### config.mk
export PLATFORM = sky130hd
export DESIGN_NAME = lockin_frame_builder_flat
export DESIGN_NICKNAME = d
export VERILOG_FILES = /design/src/rtl/lockin_frame_builder_if.sv /design/src/rtl/lockin_frame_builder.sv /design/src/flat_wrapper.sv
export SDC_FILE = /design/constraint.sdc
export NUM_CORES = 1
export LEC_CHECK = 0
export CORE_MARGIN = 2
export CORE_UTILIZATION = 57
export CTS_CLUSTER_SIZE = 28
export DETAILED_ROUTE_END_ITERATION = 12
export DONT_BUFFER_PORTS = 1
export PLACE_DENSITY = 0.75
export SYNTH_ARGS = -nofsm -noshare
export SYNTH_HDL_FRONTEND = slang
export SYNTH_SLANG_ARGS = --single-unit
### constraint.sdc
create_clock -name sys_clk -period 3.59 [get_ports sys_clk]
set_input_delay 0.718 -clock sys_clk [delete_from_list [all_inputs] [get_ports sys_clk]]
set_output_delay 0.718 -clock sys_clk [all_outputs]
set_load 0.005 [all_outputs]
### src/rtl/lockin_frame_builder_if.sv
// lockin_frame_builder_if -- AXI-Stream style output bus of the frame builder.
//   tvalid : word valid (master -> slave)
//   tready : downstream ready (slave -> master)
//   tdata  : 24-bit averaged amplitude
//   tlast  : last word of a frame
interface lockin_frame_builder_if;
  logic        tvalid;
  logic        tready;
  logic [23:0] tdata;
  logic        tlast;

  modport master (output tvalid, output tdata, output tlast, input tready);
  modport slave  (input tvalid, input tdata, input tlast, output tready);
endinterface

### src/rtl/lockin_frame_builder.sv
// lockin_frame_builder -- averages lock-in amplitude samples in groups of
// 2^AVG_LOG2 and streams FRAME_LEN averaged words per armed frame through a
// FIFO_DEPTH-word output FIFO with a registered head.
//
// Ports:
//   sys_clk, sys_rst_n : clock, asynchronous active-low reset
//   frame_start        : one-cycle pulse, arms one frame (ignored unless idle)
//   lock_tdata_valid   : sample strobe
//   lock_tdata[23:0]   : unsigned amplitude sample
//   m_axis             : output stream (tvalid/tready/tdata/tlast), master side
//   frame_busy         : frame armed and its last word not yet accepted
//   overflow           : sticky, an average was dropped on a full FIFO
//
// Build option: define LOCKIN_AVG_ROUND_EN for round-half-up averaging with
// saturation; otherwise the average is a plain truncating shift.
module lockin_frame_builder #(
  parameter int AVG_LOG2   = 4,
  parameter int FRAME_LEN  = 64,
  parameter int FIFO_DEPTH = 16
) (
  input  logic                  sys_clk,
  input  logic                  sys_rst_n,
  input  logic                  frame_start,
  input  logic                  lock_tdata_valid,
  input  logic [23:0]           lock_tdata,
  lockin_frame_builder_if.master m_axis,
  output logic                  frame_busy,
  output logic                  overflow
);
  localparam int ACC_W = 24 + AVG_LOG2;
  localparam int WC_W  = $clog2(FRAME_LEN);
  localparam int PTR_W = $clog2(FIFO_DEPTH);
  localparam int LVL_W = PTR_W + 1;

  typedef enum logic [1:0] {S_IDLE, S_COLLECT, S_DRAIN} state_t;

  state_t             r_state, w_state_nxt;
  logic [ACC_W-1:0]   r_acc;
  logic [AVG_LOG2-1:0] r_smp_cnt;
  logic [WC_W-1:0]    r_word_cnt;
  logic [23:0]        r_avg;
  logic               r_avg_vld;
  logic               r_ovf;

  // FIFO: memory plus a registered head; r_level counts both, so the
  // total capacity is exactly FIFO_DEPTH words.
  logic [24:0]        r_mem [FIFO_DEPTH];
  logic [PTR_W:0]     r_wp, r_rp;
  logic [LVL_W-1:0]   r_level;
  logic               r_out_vld, r_out_last;
  logic [23:0]        r_out_data;

  logic               w_start, w_smp, w_last_smp, w_wr, w_wr_ok, w_tlast_in;
  logic               w_full, w_hs, w_mem_empty, w_load;
  logic [ACC_W-1:0]   w_sum;
  logic [23:0]        w_avg;

  assign w_start    = (r_state == S_IDLE) && frame_start;
  assign w_smp      = (r_state == S_COLLECT) && lock_tdata_valid;
  assign w_last_smp = w_smp && (r_smp_cnt == '1);
  assign w_sum      = r_acc + {{AVG_LOG2{1'b0}}, lock_tdata};

`ifdef LOCKIN_AVG_ROUND_EN
  localparam logic [ACC_W:0] RND_HALF = (ACC_W+1)'(1) << (AVG_LOG2 - 1);
  logic [ACC_W:0] w_rnd;
  assign w_rnd = {1'b0, w_sum} + RND_HALF;
  assign w_avg = (|w_rnd[ACC_W:AVG_LOG2+24]) ? 24'hFFFFFF : w_rnd[AVG_LOG2+23:AVG_LOG2];
`else
  assign w_avg = w_sum[ACC_W-1:AVG_LOG2];
`endif

  assign w_hs        = r_out_vld && m_axis.tready;
  assign w_full      = (r_level == LVL_W'(FIFO_DEPTH));
  assign w_wr        = r_avg_vld && (r_state == S_COLLECT);
  // A read in the same cycle frees a slot, so a full FIFO still accepts.
  assign w_wr_ok     = w_wr && (!w_full || w_hs);
  assign w_tlast_in  = (r_word_cnt == WC_W'(FRAME_LEN - 1));
  assign w_mem_empty = (r_wp == r_rp);
  assign w_load      = !w_mem_empty && (!r_out_vld || w_hs);

  // FSM: state register
  always_ff @(posedge sys_clk or negedge sys_rst_n) begin
    if (!sys_rst_n) r_state <= S_IDLE;
    else            r_state <= w_state_nxt;
  end

  // FSM: next state
  always_comb begin
    w_state_nxt = r_state;
    case (r_state)
      S_IDLE:    if (frame_start)            w_state_nxt = S_COLLECT;
      S_COLLECT: if (w_wr_ok && w_tlast_in)  w_state_nxt = S_DRAIN;
      S_DRAIN:   if (w_hs && r_out_last)     w_state_nxt = S_IDLE;
      default:                               w_state_nxt = S_IDLE;
    endcase
  end

  // FSM: outputs
  always_comb begin
    frame_busy = (r_state != S_IDLE);
    overflow   = r_ovf;
  end

  // Averaging datapath and frame counters
  always_ff @(posedge sys_clk or negedge sys_rst_n) begin
    if (!sys_rst_n) begin
      r_acc      <= '0;
      r_smp_cnt  <= '0;
      r_word_cnt <= '0;
      r_avg      <= '0;
      r_avg_vld  <= 1'b0;
      r_ovf      <= 1'b0;
    end else if (w_start) begin
      r_acc      <= '0;
      r_smp_cnt  <= '0;
      r_word_cnt <= '0;
      r_avg_vld  <= 1'b0;
      r_ovf      <= 1'b0;
    end else begin
      r_avg_vld <= w_last_smp;
      if (w_last_smp) r_avg <= w_avg;
      if (w_smp) begin
        r_smp_cnt <= r_smp_cnt + AVG_LOG2'(1);
        // Restart at 0 rather than at the current sample: that sample
        // already went into this average.
        r_acc     <= w_last_smp ? '0 : w_sum;
      end
      if (w_wr_ok)          r_word_cnt <= r_word_cnt + WC_W'(1);
      if (w_wr && !w_wr_ok) r_ovf      <= 1'b1;
    end
  end

  // FIFO storage (no reset needed: pointers define validity)
  always_ff @(posedge sys_clk) begin
    if (w_wr_ok) r_mem[r_wp[PTR_W-1:0]] <= {w_tlast_in, r_avg};
  end

  // FIFO pointers, level and registered head
  always_ff @(posedge sys_clk or negedge sys_rst_n) begin
    if (!sys_rst_n) begin
      r_wp       <= '0;
      r_rp       <= '0;
      r_level    <= '0;
      r_out_vld  <= 1'b0;
      r_out_last <= 1'b0;
      r_out_data <= '0;
    end else begin
      if (w_wr_ok) r_wp <= r_wp + (PTR_W+1)'(1);
      if (w_load) begin
        r_rp       <= r_rp + (PTR_W+1)'(1);
        r_out_vld  <= 1'b1;
        r_out_last <= r_mem[r_rp[PTR_W-1:0]][24];
        r_out_data <= r_mem[r_rp[PTR_W-1:0]][23:0];
      end else if (w_hs) begin
        r_out_vld  <= 1'b0;
      end
      case ({w_wr_ok, w_hs})
        2'b10:   r_level <= r_level + LVL_W'(1);
        2'b01:   r_level <= r_level - LVL_W'(1);
        default: r_level <= r_level;
      endcase
    end
  end

  assign m_axis.tvalid = r_out_vld;
  assign m_axis.tdata  = r_out_data;
  assign m_axis.tlast  = r_out_last;
endmodule

### src/flat_wrapper.sv
// flat-port wrapper written by rule: the top's interface ports become plain ports
module lockin_frame_builder_flat 
#(
  parameter int AVG_LOG2   = 4,
  parameter int FRAME_LEN  = 64,
  parameter int FIFO_DEPTH = 16
)
  (sys_clk, sys_rst_n, frame_start, lock_tdata_valid, lock_tdata, frame_busy, overflow, m_axis_tvalid, m_axis_tdata, m_axis_tlast, m_axis_tready);
  lockin_frame_builder_if m_axis_i ();
  input  logic sys_clk;
  input  logic sys_rst_n;
  input  logic frame_start;
  input  logic lock_tdata_valid;
  input  logic [23:0] lock_tdata;
  output logic frame_busy;
  output logic overflow;
  output wire logic [$bits(m_axis_i.tvalid)-1:0] m_axis_tvalid;
  output wire logic [$bits(m_axis_i.tdata)-1:0] m_axis_tdata;
  output wire logic [$bits(m_axis_i.tlast)-1:0] m_axis_tlast;
  input wire logic [$bits(m_axis_i.tready)-1:0] m_axis_tready;
  assign m_axis_tvalid = m_axis_i.tvalid;
  assign m_axis_tdata = m_axis_i.tdata;
  assign m_axis_tlast = m_axis_i.tlast;
  assign m_axis_i.tready = m_axis_tready;
  lockin_frame_builder #(.AVG_LOG2(AVG_LOG2), .FRAME_LEN(FRAME_LEN), .FIFO_DEPTH(FIFO_DEPTH)) u_core (.sys_clk(sys_clk), .sys_rst_n(sys_rst_n), .frame_start(frame_start), .lock_tdata_valid(lock_tdata_valid), .lock_tdata(lock_tdata), .m_axis(m_axis_i), .frame_busy(frame_busy), .overflow(overflow));
endmodule
==> impl_results.md, run 1 <==
- H-tree levels: 2
- Slew Viols, Final: 0
- Switching pwr: 5.40 mW
- Stage delay of the slowest cell on the critical path: 1.07 ns
- Clock network fraction of design power: 0.283
- Clock Latency Late Sink: 0.58 ns
- Total power per unit cell area: 766 mW/mm2
- Chip height: 197 um
- Worst setup path category: register to register
- Final number of hold-violating endpoints: 0
- Worst Path Arrival: 3.26 ns
- Synthesis warning total: 0
- Total Nets Final: 1,281
- Dominant cell type by count on the critical path: sky130_fd_sc_hd__mux4_2
- Max Cap Viol: 0
- Static leakage: 8.41 nW
- FMAX: 357 MHz
- Normalized max-slew margin: 0.342
- Total half-perimeter wirelength after legalization and detailed placement: 25,900 um
- Power share of the combinational group: 0.261
- Starting utilization of the core area: 0.579
- Switching share of total power: 0.300
- Critical Path End Type: register
- Buffer levels on the longest clock path: 3
- Count of flip-flops with a built-in enable after synthesis: 400
- Drc violations: 0
- Horizontal die dimension: 197 um
- Critical Path Fanout Max: 64
- Worst reg2reg path startpoint: u_core.r_rp[1]
- Global placement routability congestion: 0.874
- Slowest library cell on the worst path: sky130_fd_sc_hd__dfrtp_4
- Top cells by instance count after synthesis: 400 x sky130_fd_sc_hd__edfxtp_1, 117 x sky130_fd_sc_hd__mux4_2, 107 x sky130_fd_sc_hd__dfrtp_1
- Std-Cell Core Area: 0.0366 mm2
- Inserted Diodes: 0
- Post-synthesis register bit count: 507
- Number of cells upsized or downsized after cts: 0
- Share of the core filled with cells in the final layout: 0.643
- Final critical-path required period: 2.80 ns
- Clock transition at the registers of the reported paths: 0.06 ns
- Cell area after synthesis: 0.0212 mm2
- Dominant synthesized flop cell: sky130_fd_sc_hd__edfxtp_1
- Cell taking the most area after synthesis: sky130_fd_sc_hd__edfxtp_1
- Length in cells of the worst reg-to-reg path: 4
- Cell types with the largest area share after synthesis: sky130_fd_sc_hd__edfxtp_1 57%, sky130_fd_sc_hd__dfrtp_1 13%, sky130_fd_sc_hd__mux4_2 12%
- Flop2flop setup slack: 0.79 ns
- Hold Worst Slack: 0.0663 ns
- Overall via count from detail_route: 10,941
- Cell Chain, Critical Path: buf_4 -> mux4_2 -> mux4_2 -> mux2_4
- Layout area overhead: 11.0%
- Post-Synthesis Cells: 1,183
- Area share of the largest cell type after synthesis: 0.567
- Required time at the worst-slack endpoint: 4.05 ns
- Standard-cell row count: 70
- Number of antenna violations at the first check in global routing: 0
- Fraction of final layout cells sized beyond drive strength 1: 0.233
- I/O pin cnt: 57
- Number of buffers added by the clock tree synthesis step: 52
- Synthesized Nets: 1,249
- Routed WL: 44,700 um
- Via count of the first global-routing pass: 11,361
- Final setup violation count: 0
- Library cells used by synthesis: 62
- Share of the yosys chip area belonging to registers: 0.693
- DRT iter0 DRCs: 1,099
- Number of iterations in the first detailed-routing pass: 5
- Worst-case vdd ir drop: 0.572 mV
- Clock tree from TritonCTS: built
- Post-synth ARST share: 0.211
- Total placed instance area: 0.0219 mm2
- Share of power burned in registers: 0.455
- Post-DR vias/cell: 6.34
- Worst flop-to-flop path endpoint: u_core.m_axis.tdata[11]
- Clock sinks: 507
- Remaining Overflow, GRT: 0
- Global-route wire length before repair: 69,200 um
- Setup repair after global routing missed its margin: no
- ANT nets after route: 0
- Final clock period utilization by the worst path: 0.780
- Root Buffer Master: sky130_fd_sc_hd__clkbuf_16
- Die area: 0.0387 mm2
- Hold Crit Class: input port to asynchronous set/reset pin
- Most frequent cell after synthesis: sky130_fd_sc_hd__edfxtp_1
- Startpoint type of the worst setup path: register
- Summed negative setup slack over all endpoints: 0 ns
- Internal power of the cells: 12.6 mW
- Post-route design area: 0.0235 mm2
- Overall global routing resource usage: 0.241
- Port bufs: 0
- Transition time at the pin with the least slew margin: 0.987 ns
- Detailed-route wire length per cell: 25.9 um
- Syn Area/Cell: 17.9 um2
- Outcome: finished, final reports clean
- Clock Skews: 0.0232 ns
- Pin count of the biggest net entering global routing: 108
- Post-CTS setup buffers: 0
registers in the layout, indices dropped and copies added (netlist names):
name,cells
u_core.m_axis.tdata,24
u_core.m_axis.tlast,1
u_core.m_axis.tvalid,1
u_core.overflow,1
u_core.r_acc,28
u_core.r_avg,24
u_core.r_avg_vld,1
u_core.r_level,5
u_core.r_mem,400
u_core.r_rp,5
u_core.r_smp_cnt,4
u_core.r_state,2
u_core.r_word_cnt,6
u_core.r_wp,5
cell families after synthesis:
kind of cell    Yosys count  share of synthesized area
mux                     161                      0.154
xor+xnor                 39                     0.0161
fa+ha+maj                37                     0.0226
buf+inv                  80                     0.0195
compound gates          155                     0.0485
simple gates            204                     0.0458
flops                   507                      0.693
layer usage:
| metal | track usage | share of wire |
|---|---|---|
| met2 | 0.400 | 0.50 |
| met4 | 0.0666 | 0.021 |
| met1 | 0.336 | 0.41 |
| met3 | 0.0430 | 0.061 |
| met5 | 0 | 0 |
layout make-up:
cell class	count	area (um2)
sequential	507	14700
timing repair buffer	37	360
clock buffer	70	1460
clock inverter	28	176
multi-input combinational	596	6170
fill	2497	13100
tap	468	586
inverter	21	78.8
worst max-delay path, delay by kind of cell, from the launching register on:
kind / cells / cell delay (ns)
buffers and inverters: 1 / 0.41
flip-flops: 1 / 1.07
multiplexers: 3 / 1.15
repair_timing:
item,CTS,global route
endpoints found under the setup margin,0,0
hold buffers,1,0
endpoints found under the hold margin,107,0
cell usage in the layout (no fill, tap or decap), drive strengths merged, types with 16 or more instances in the layout:
| cell type | instances |
|---|---|
| o21ai | 35 |
| edfxtp | 400 |
| ha | 35 |
| xor2 | 21 |
| a21oi | 39 |
| clkinv | 24 |
| inv | 23 |
| nand2 | 71 |
| mux4 | 125 |
| mux2 | 33 |
| dfrtp | 107 |
| buf | 37 |
| xnor2 | 18 |
| nand3 | 16 |
| clkbuf | 70 |
| nor2 | 48 |
| nand4 | 17 |
through the flow:
stage	total power, mW	setup WS [ns]	cells
floorplan	11.8	0.0803	1183
global placement	12.9	0.768	1628
detailed placement	13.0	0.760	1628
CTS	18.2	0.786	1727
global route	18.9	0.605	1727
finish	18.0	0.790	1727
power by group through the flow:
stage | sequential (mW) | combinational, mW | clock [mW]
final | 8.21 | 4.71 | 5.11
after global routing | 8.34 | 5.14 | 5.42
after CTS | 8.22 | 4.75 | 5.19
after detailed placement | 8.33 | 4.69 | 0
after global placement | 8.29 | 4.61 | 0
after floorplan | 7.71 | 4.09 | 0
how the worst max path moves through the flow:
stage,start,endpoint,cells past startpoint
after floorplan,m_axis_tready,u_core.r_mem[3][0],6
after global placement,lock_tdata[0],u_core.r_acc[20],9
after detailed placement,lock_tdata[1],u_core.r_acc[23],7
after CTS,u_core.r_rp[0],u_core.r_rp[1],7
after global routing,u_core.r_rp[0],u_core.m_axis.tdata[15],7
final,u_core.r_rp[1],u_core.m_axis.tdata[11],4
Note: power is estimated with default switching activity, not from simulation.
==> run 2: changes to the inputs <==
==> constraint.sdc (replaced) <==
create_clock -name sys_clk -period 2.55 [get_ports sys_clk]
set_input_delay 0.51 -clock sys_clk [delete_from_list [all_inputs] [get_ports sys_clk]]
set_output_delay 0.51 -clock sys_clk [all_outputs]
set_load 0.005 [all_outputs]
==> run 2 against run 1 <==
Against the previous run: the run now ends with negative hold slack left; sequential share of layout area decreased by 1.3 points; worst hold slack got worse by 0.44 ns; maximum frequency grew 15%; clock power up 46%; flip-flop and latch count is the same; register-to-register slack worse by 0.67 ns; critical path type unchanged; largest power group unchanged.
==> impl_results.md, run 2 (synthesis results as in run 1) <==
- Clock transition at the registers of the reported paths: 0.06 ns (about the same)
- Share of the core filled with cells in the final layout: 0.657 (+0.0138)
- Standard-cell row count: 70 (unchanged)
- DRT iter0 DRCs: 1,036 (-5.7%)
- Hold Crit Class: input port to asynchronous set/reset pin
- Final critical-path required period: 2.43 ns (-0.370 ns)
- Count of placed standard cells including taps: 1,661 (+2.0%)
- H-tree levels: 2 (unchanged)
- Switching share of total power: 0.296 (-0.00388)
- Fraction of final layout cells sized beyond drive strength 1: 0.256 (+0.0231)
- Switching pwr: 7.71 mW (+43%)
- Cell Chain, Critical Path: ha_1 -> buf_4 -> a211oi_1 -> o211ai_1 -> a31oi_2 -> o211ai_1 -> a311o_1 -> a32o_1
- Pin count of the biggest net entering global routing: 108 (unchanged)
- Violations in the final reports: negative hold slack
- Worst setup path category: register to register
- Buffer levels on the longest clock path: 3 (unchanged)
- Final total power: 26.1 mW (+45%)
- Summed negative setup slack over all endpoints: 0 ns (unchanged)
- Starting utilization of the core area: 0.579 (unchanged)
- Number of iterations in the first detailed-routing pass: 5 (unchanged)
- Total power per unit cell area: 1080 mW/mm2 (+42%)
- Number of cells in the finished layout apart from fillers: 1,758 (+1.8%)
- Share of power burned in registers: 0.434 (-0.021)
- Largest register FFs: 400 (unchanged)
- Via count of the first global-routing pass: 11,490 (+1.1%)
- Inserted Diodes: 0 (unchanged)
- Final number of hold-violating endpoints: 107 (+107)
- Total half-perimeter wirelength after legalization and detailed placement: 27,600 um (+6.7%)
- Worst-case vdd ir drop: 0.624 mV (+9.1%)
- I/O pin cnt: 57 (unchanged)
- Commonest non-fill, non-tap cell in the layout: sky130_fd_sc_hd__edfxtp_1
- Setup Slack @ Placement: -0.0329 ns (-0.792 ns)
- Post-DR vias/cell: 6.39 (+0.93%)
- Clock Latency Late Sink: 0.58 ns (about the same)
- Hold-fix buffers at CTS: 1 (unchanged)
- Global placement routability congestion: 0.926 (+6.0%)
- Slew Viols, Final: 0 (unchanged)
- Remaining Overflow, GRT: 0 (unchanged)
- Clock Skews: 0.0188 ns (-0.00439 ns)
- Worst Path Arrival: 2.89 ns (-0.37 ns)
- FMAX: 411 MHz (+15%)
- Required time at the worst-slack endpoint: 3.01 ns (-1.04 ns)
- CP top delay family: compound AO/OA/AOI/OAI gates
- Final setup violation count: 0 (unchanged)
- Transition time at the pin with the least slew margin: 0.726 ns (-0.262 ns)
- Clock sinks: 507 (unchanged)
- Worst setup path startpoint: u_core.r_acc[0]
- Worst reg2reg path startpoint: u_core.r_acc[0]
- Total Nets Final: 1,314 (+2.6%)
- Static leakage: 8.65 nW (+2.8%)
- Total placed instance area: 0.0223 mm2 (+2.0%)
- Global-route wire length before repair: 70,900 um (+2.5%)
- Stage delay of the slowest cell on the critical path: 0.41 ns (-0.66 ns)
- Overall global routing resource usage: 0.249 (+0.00818)
- Outcome: complete, but fails checks
- Internal power of the cells: 18.4 mW (+46%)
- Root Buffer Master: sky130_fd_sc_hd__clkbuf_16
- Clock network fraction of design power: 0.287 (+0.004)
- Clock tree from TritonCTS: built
- Number of buffers added by the clock tree synthesis step: 50 (-3.8%)
- Std-Cell Core Area: 0.0366 mm2 (unchanged)
- Normalized max-slew margin: 0.514 (+0.173)
- ANT nets after route: 0 (unchanged)
- Detailed-route wire length per cell: 26.6 um (+2.8%)
- Number of buffer and inverter instances along the worst setup path: 1 (unchanged)
- Routed WL: 46,700 um (+4.6%)
- Most frequent cells in the layout: 400 x sky130_fd_sc_hd__edfxtp_1, 117 x sky130_fd_sc_hd__mux4_2, 104 x sky130_fd_sc_hd__dfrtp_1
- Slowest library cell on the worst path: sky130_fd_sc_hd__a311o_1
- Post-route design area: 0.0240 mm2 (+2.1%)
- Overall via count from detail_route: 11,241 (+2.7%)
- Critical Path End Type: register
- Layout area overhead: 13.4%
- Dominant cell type by count on the critical path: sky130_fd_sc_hd__o211ai_1
- Critical Path Fanout Max: 2 (-97%)
- Final clock period utilization by the worst path: 0.953 (+0.173)
- Port bufs: 0 (unchanged)
- Number of antenna violations at the first check in global routing: 0 (unchanged)
- Power share of the combinational group: 0.279 (+0.018)
- Final critical-path setup slack: 0.120 ns (-0.670 ns)
- Max Cap Viol: 0 (unchanged)
- Die area: 0.0387 mm2 (unchanged)
- Horizontal die dimension: 197 um (unchanged)
- Chip height: 197 um (unchanged)
- Drc violations: 0 (unchanged)
- Startpoint type of the worst setup path: register
- Hold Worst Slack: -0.372 ns (-0.438 ns)
## run 2: final timing paths
check                                           to  slack (ns)  depth (start not counted)
max                               u_core.r_acc[23]        0.12                          8
min in group sys_clk               u_core.r_acc[0]        0.19                          2
min                        u_core.m_axis.tdata[14]       -0.37                          0
max in group asynchronous        u_core.r_level[1]        2.69                          0
min reg2reg                         u_core.r_wp[4]        0.49                          1
max reg2reg                       u_core.r_acc[23]        0.12                          8
## run 2: power by group through the flow
stage / clock, mW / combinational, mW / sequential (mW)
final: 7.48 / 7.29 / 11.3
after global routing: 7.90 / 7.92 / 11.4
after CTS: 7.60 / 7.32 / 11.3
after detailed placement: 0 / 7.24 / 11.5
after global placement: 0 / 7.14 / 11.4
after floorplan: 0 / 5.76 / 10.9
## run 2: worst reg2reg max path, stage by stage (launching register included)
cell	delay [ns]
sky130_fd_sc_hd__dfrtp_1	0.38
sky130_fd_sc_hd__ha_1	0.20
sky130_fd_sc_hd__buf_4	0.14
sky130_fd_sc_hd__a211oi_1	0.36
sky130_fd_sc_hd__o211ai_1	0.17
sky130_fd_sc_hd__a31oi_2	0.19
sky130_fd_sc_hd__o211ai_1	0.19
sky130_fd_sc_hd__a311o_1	0.42
sky130_fd_sc_hd__a32o_1	0.27
## run 2: repair_timing
action,CTS,global route
endpoints found under the hold margin,108,107
gates resized for setup,0,6
endpoints found under the setup margin,0,3
buffers inserted,0,2
## run 2: layout make-up
class                      instances  area, um2
clock buffer                      62       1320
clock inverter                    32        360
fill                            2385      12600
inverter                          21       78.8
multi-input combinational        596       6210
sequential                       507      14700
tap                              468        586
timing repair buffer              72        793
## run 2: metal layers
metal | GRT usage | vias up | routed length (um)
met4 | 0.0713 | 0 | 1110
li1 | - | 4887 | -
met3 | 0.0411 | 82 | 3040
met1 | 0.342 | 5844 | 18900
met5 | 0 | - | 0
met2 | 0.419 | 428 | 23700
==> run 3: changes to the inputs <==
--- a/config.mk
+++ b/config.mk
@@ -6,11 +6,10 @@
 export NUM_CORES = 1
 export LEC_CHECK = 0
 export CORE_MARGIN = 2
-export CORE_UTILIZATION = 57
+export CORE_UTILIZATION = 56
 export CTS_CLUSTER_SIZE = 28
 export DETAILED_ROUTE_END_ITERATION = 12
-export DONT_BUFFER_PORTS = 1
-export PLACE_DENSITY = 0.75
+export PLACE_DENSITY = 0.76
 export SYNTH_ARGS = -nofsm -noshare
 export SYNTH_HDL_FRONTEND = slang
 export SYNTH_SLANG_ARGS = --single-unit
==> run 3 against run 2 <==
Against the previous run: flip-flop and latch count did not move; critical endpoint unchanged; critical path type is now input port to register; the run now ends clean; first-iteration DRC count fell by 11%; maximum frequency fell by 1.2%; global-route usage rose by 0.94 points; cell area rose by 5.3%; non-clock buffer count rose by 145; total power rose by 3.5%; combinational power rose by 18%.
==> impl_results.md, run 3 (synthesis results as in run 1) <==
- Outcome: finished, final reports clean
- Transition time at the pin with the least slew margin: 0.721 ns (-0.00419 ns)
- Total power per unit cell area: 1070 mW/mm2 (-1.7%)
- DRT iter0 DRCs: 927 (-11%)
- Power share of the combinational group: 0.318 (+0.039)
- Wire length on met3: 2970 um (-2.2%)
- Port bufs: 56 (+56)
- Overall global routing resource usage: 0.259 (+0.00939)
- Critical Path End Type: register
- Count of placed standard cells including taps: 1,849 (+11%)
- Remaining Overflow, GRT: 0 (unchanged)
- Clock network fraction of design power: 0.269 (-0.018)
- FMAX: 406 MHz (-1.2%)
- Std-Cell Core Area: 0.0375 mm2 (+2.4%)
- Root Buffer Master: sky130_fd_sc_hd__clkbuf_16
- Final clock period utilization by the worst path: 0.965 (+0.0119)
- Overall via count from detail_route: 11,765 (+4.7%)
- Detailed-route wire length per cell: 25.0 um (-5.9%)
- Global placement routability congestion: 0.893 (-3.6%)
- Post-DR vias/cell: 6.06 (-5.3%)
- Global-route wire length before repair: 74,300 um (+4.8%)
- Total half-perimeter wirelength after legalization and detailed placement: 29,500 um (+7.0%)
- Final total power: 27.0 mW (+3.5%)
- Most frequent cells in the layout: 400 x sky130_fd_sc_hd__edfxtp_1, 137 x sky130_fd_sc_hd__buf_4, 117 x sky130_fd_sc_hd__mux4_2
- Number of buffers added by the clock tree synthesis step: 49 (-2.0%)
- Share of the core filled with cells in the final layout: 0.675 (+0.0188)
- Final setup violation count: 0 (unchanged)
- Number of cells in the finished layout apart from fillers: 1,943 (+11%)
- Total Nets Final: 1,458 (+11%)
- Final critical-path required period: 2.46 ns (+0.0303 ns)
- Length in cells of the worst reg-to-reg path: 8 (unchanged)
- Worst Path Arrival: 2.91 ns (+0.02 ns)
- Clock sinks: 507 (unchanged)
- Share of power burned in registers: 0.413 (-0.021)
- Summed negative setup slack over all endpoints: 0 ns (unchanged)
- Die area: 0.0394 mm2 (+1.8%)
- Inserted Diodes: 0 (unchanged)
- Chip height: 199 um (+0.87%)
- Switching share of total power: 0.296 (about the same)
- Fraction of final layout cells sized beyond drive strength 1: 0.294 (+0.0382)
- Routed WL: 48,600 um (+4.0%)
- Hold Crit Class: input port to asynchronous set/reset pin
- Horizontal die dimension: 199 um (+0.87%)
- Switching pwr: 7.99 mW (+3.6%)
- Met1 WL: 19,600 um (+3.5%)
- Top Metal Used: met4
- Layout fillers: 2,434 (+2.1%)
- Worst setup path category: input port to register
- Worst reg2reg path startpoint: u_core.r_acc[1]
- Buffer levels on the longest clock path: 3 (unchanged)
- Commonest non-fill, non-tap cell in the layout: sky130_fd_sc_hd__edfxtp_1
- I/O pin cnt: 57 (unchanged)
- Pin count of the biggest net entering global routing: 64 (-41%)
- Largest register FFs: 400 (unchanged)
- Slew Viols, Final: 0 (unchanged)
- ANT nets after route: 0 (unchanged)
- Clock Skews: 0.0201 ns (+0.00128 ns)
- Clock tree from TritonCTS: built
- Total length of routed met2 wires: 24,700 um (+4.4%)
- H-tree levels: 2 (unchanged)
- Worst-case vdd ir drop: 0.517 mV (-17%)
- Via count of the first global-routing pass: 12,289 (+7.0%)
- Clock Latency Late Sink: 0.58 ns (about the same)
- Number of iterations in the first detailed-routing pass: 5 (unchanged)
- Final number of hold-violating endpoints: 0 (-100%)
- Normalized max-slew margin: 0.519 (+0.00458)
- Layout area overhead: 19.5%
- Starting utilization of the core area: 0.565 (-0.0136)
- Max Cap Viol: 0 (unchanged)
- Startpoint type of the worst setup path: input port
- Drc violations: 0 (unchanged)
- Static leakage: 9.27 nW (+7.2%)
- Required time at the worst-slack endpoint: 3.00 ns (about the same)
- Internal power of the cells: 19.0 mW (+3.5%)
- Number of antenna violations at the first check in global routing: 0 (unchanged)
- Clock transition at the registers of the reported paths: 0.06 ns (about the same)
- Flop2flop setup slack: 0.09 ns (-0.03 ns)
- Standard-cell row count: 71 (+1.4%)
- Worst flop-to-flop path endpoint: u_core.r_acc[23]
- Critical Path Fanout Max: 2 (unchanged)
==> run 3: cell count changes in the layout (fill, tap and decap cells not counted), sizes merged <==
| cell | change |
|---|---|
| buf | +90 |
| bufinv | -2 |
| clkdlybuf4s50 | +55 |
| clkinv | -1 |
==> run 3: power by group through the flow <==
stage	Sequential (mW)	Combinational (mW)	Clock, mW
after floorplan	10.9	5.76	0
after global placement	11.2	8.37	0
after detailed placement	11.3	8.54	0
after CTS	11.1	8.62	7.37
after global routing	11.3	9.30	7.69
final	11.2	8.58	7.26
==> run 3: per-layer routing <==
metal,global-route usage,up-vias
met3,0.0376,88
met1,0.353,6074
met5,0,-
met4,0.0813,0
met2,0.437,451
li1,-,5152
==> run 3: final cells by class <==
type | instances | area, um2 | area share
clock buffer | 62 | 1310 | 0.0515
clock inverter | 29 | 312 | 0.0123
inverter | 21 | 78.8 | 0.00311
multi-input combinational | 596 | 6220 | 0.246
sequential | 507 | 14700 | 0.580
tap | 511 | 639 | 0.0253
timing repair buffer | 217 | 2070 | 0.0817
==> run 3: worst max-delay path by stage <==
| stage | startpoint | endpoint | slack (ns) | cells past startpoint |
|---|---|---|---|---|
| after CTS | u_core.r_acc[1] | u_core.r_acc[23] | 0.04 | 8 |
| after global routing | u_core.r_level[0] | u_core.r_level[4] | -0.04 | 13 |
| after global placement | lock_tdata[1] | u_core.r_acc[23] | -0.51 | 9 |
| after detailed placement | lock_tdata[1] | u_core.r_acc[23] | -0.53 | 9 |
| final | lock_tdata[1] | u_core.r_acc[23] | 0.09 | 9 |
| after floorplan | m_axis_tready | u_core.r_mem[12][0] | -0.17 | 7 |
==> run 3: per-stage QoR <==
step                      hold slack (ns)  instance area, um2  worst slack [ns]
after floorplan                     0.214               21300            -0.170
after global placement              0.459               23600            -0.505
after detailed placement            0.462               23600            -0.527
after CTS                           0.412               25300            0.0426
after global routing                0.457               25300           -0.0360
final                               0.413               25300            0.0896
==> run 3: repair_timing <==
item                                    4_1_cts  5_1_grt
setup buffers                                 0        2
hold buffers                                  1        0
endpoints found under the hold margin        25        0
resized for setup                             0        9
endpoints found under the setup margin        0       10
==> run 3: critical path, cell delays in order <==
cell,delay (ns)
sky130_fd_sc_hd__clkdlybuf4s50_1,0.42
sky130_fd_sc_hd__ha_1,0.34
sky130_fd_sc_hd__a211oi_2,0.25
sky130_fd_sc_hd__buf_4,0.16
sky130_fd_sc_hd__o211ai_1,0.13
sky130_fd_sc_hd__a31oi_2,0.21
sky130_fd_sc_hd__o211ai_1,0.20
sky130_fd_sc_hd__a311o_1,0.44
sky130_fd_sc_hd__a32o_1,0.27
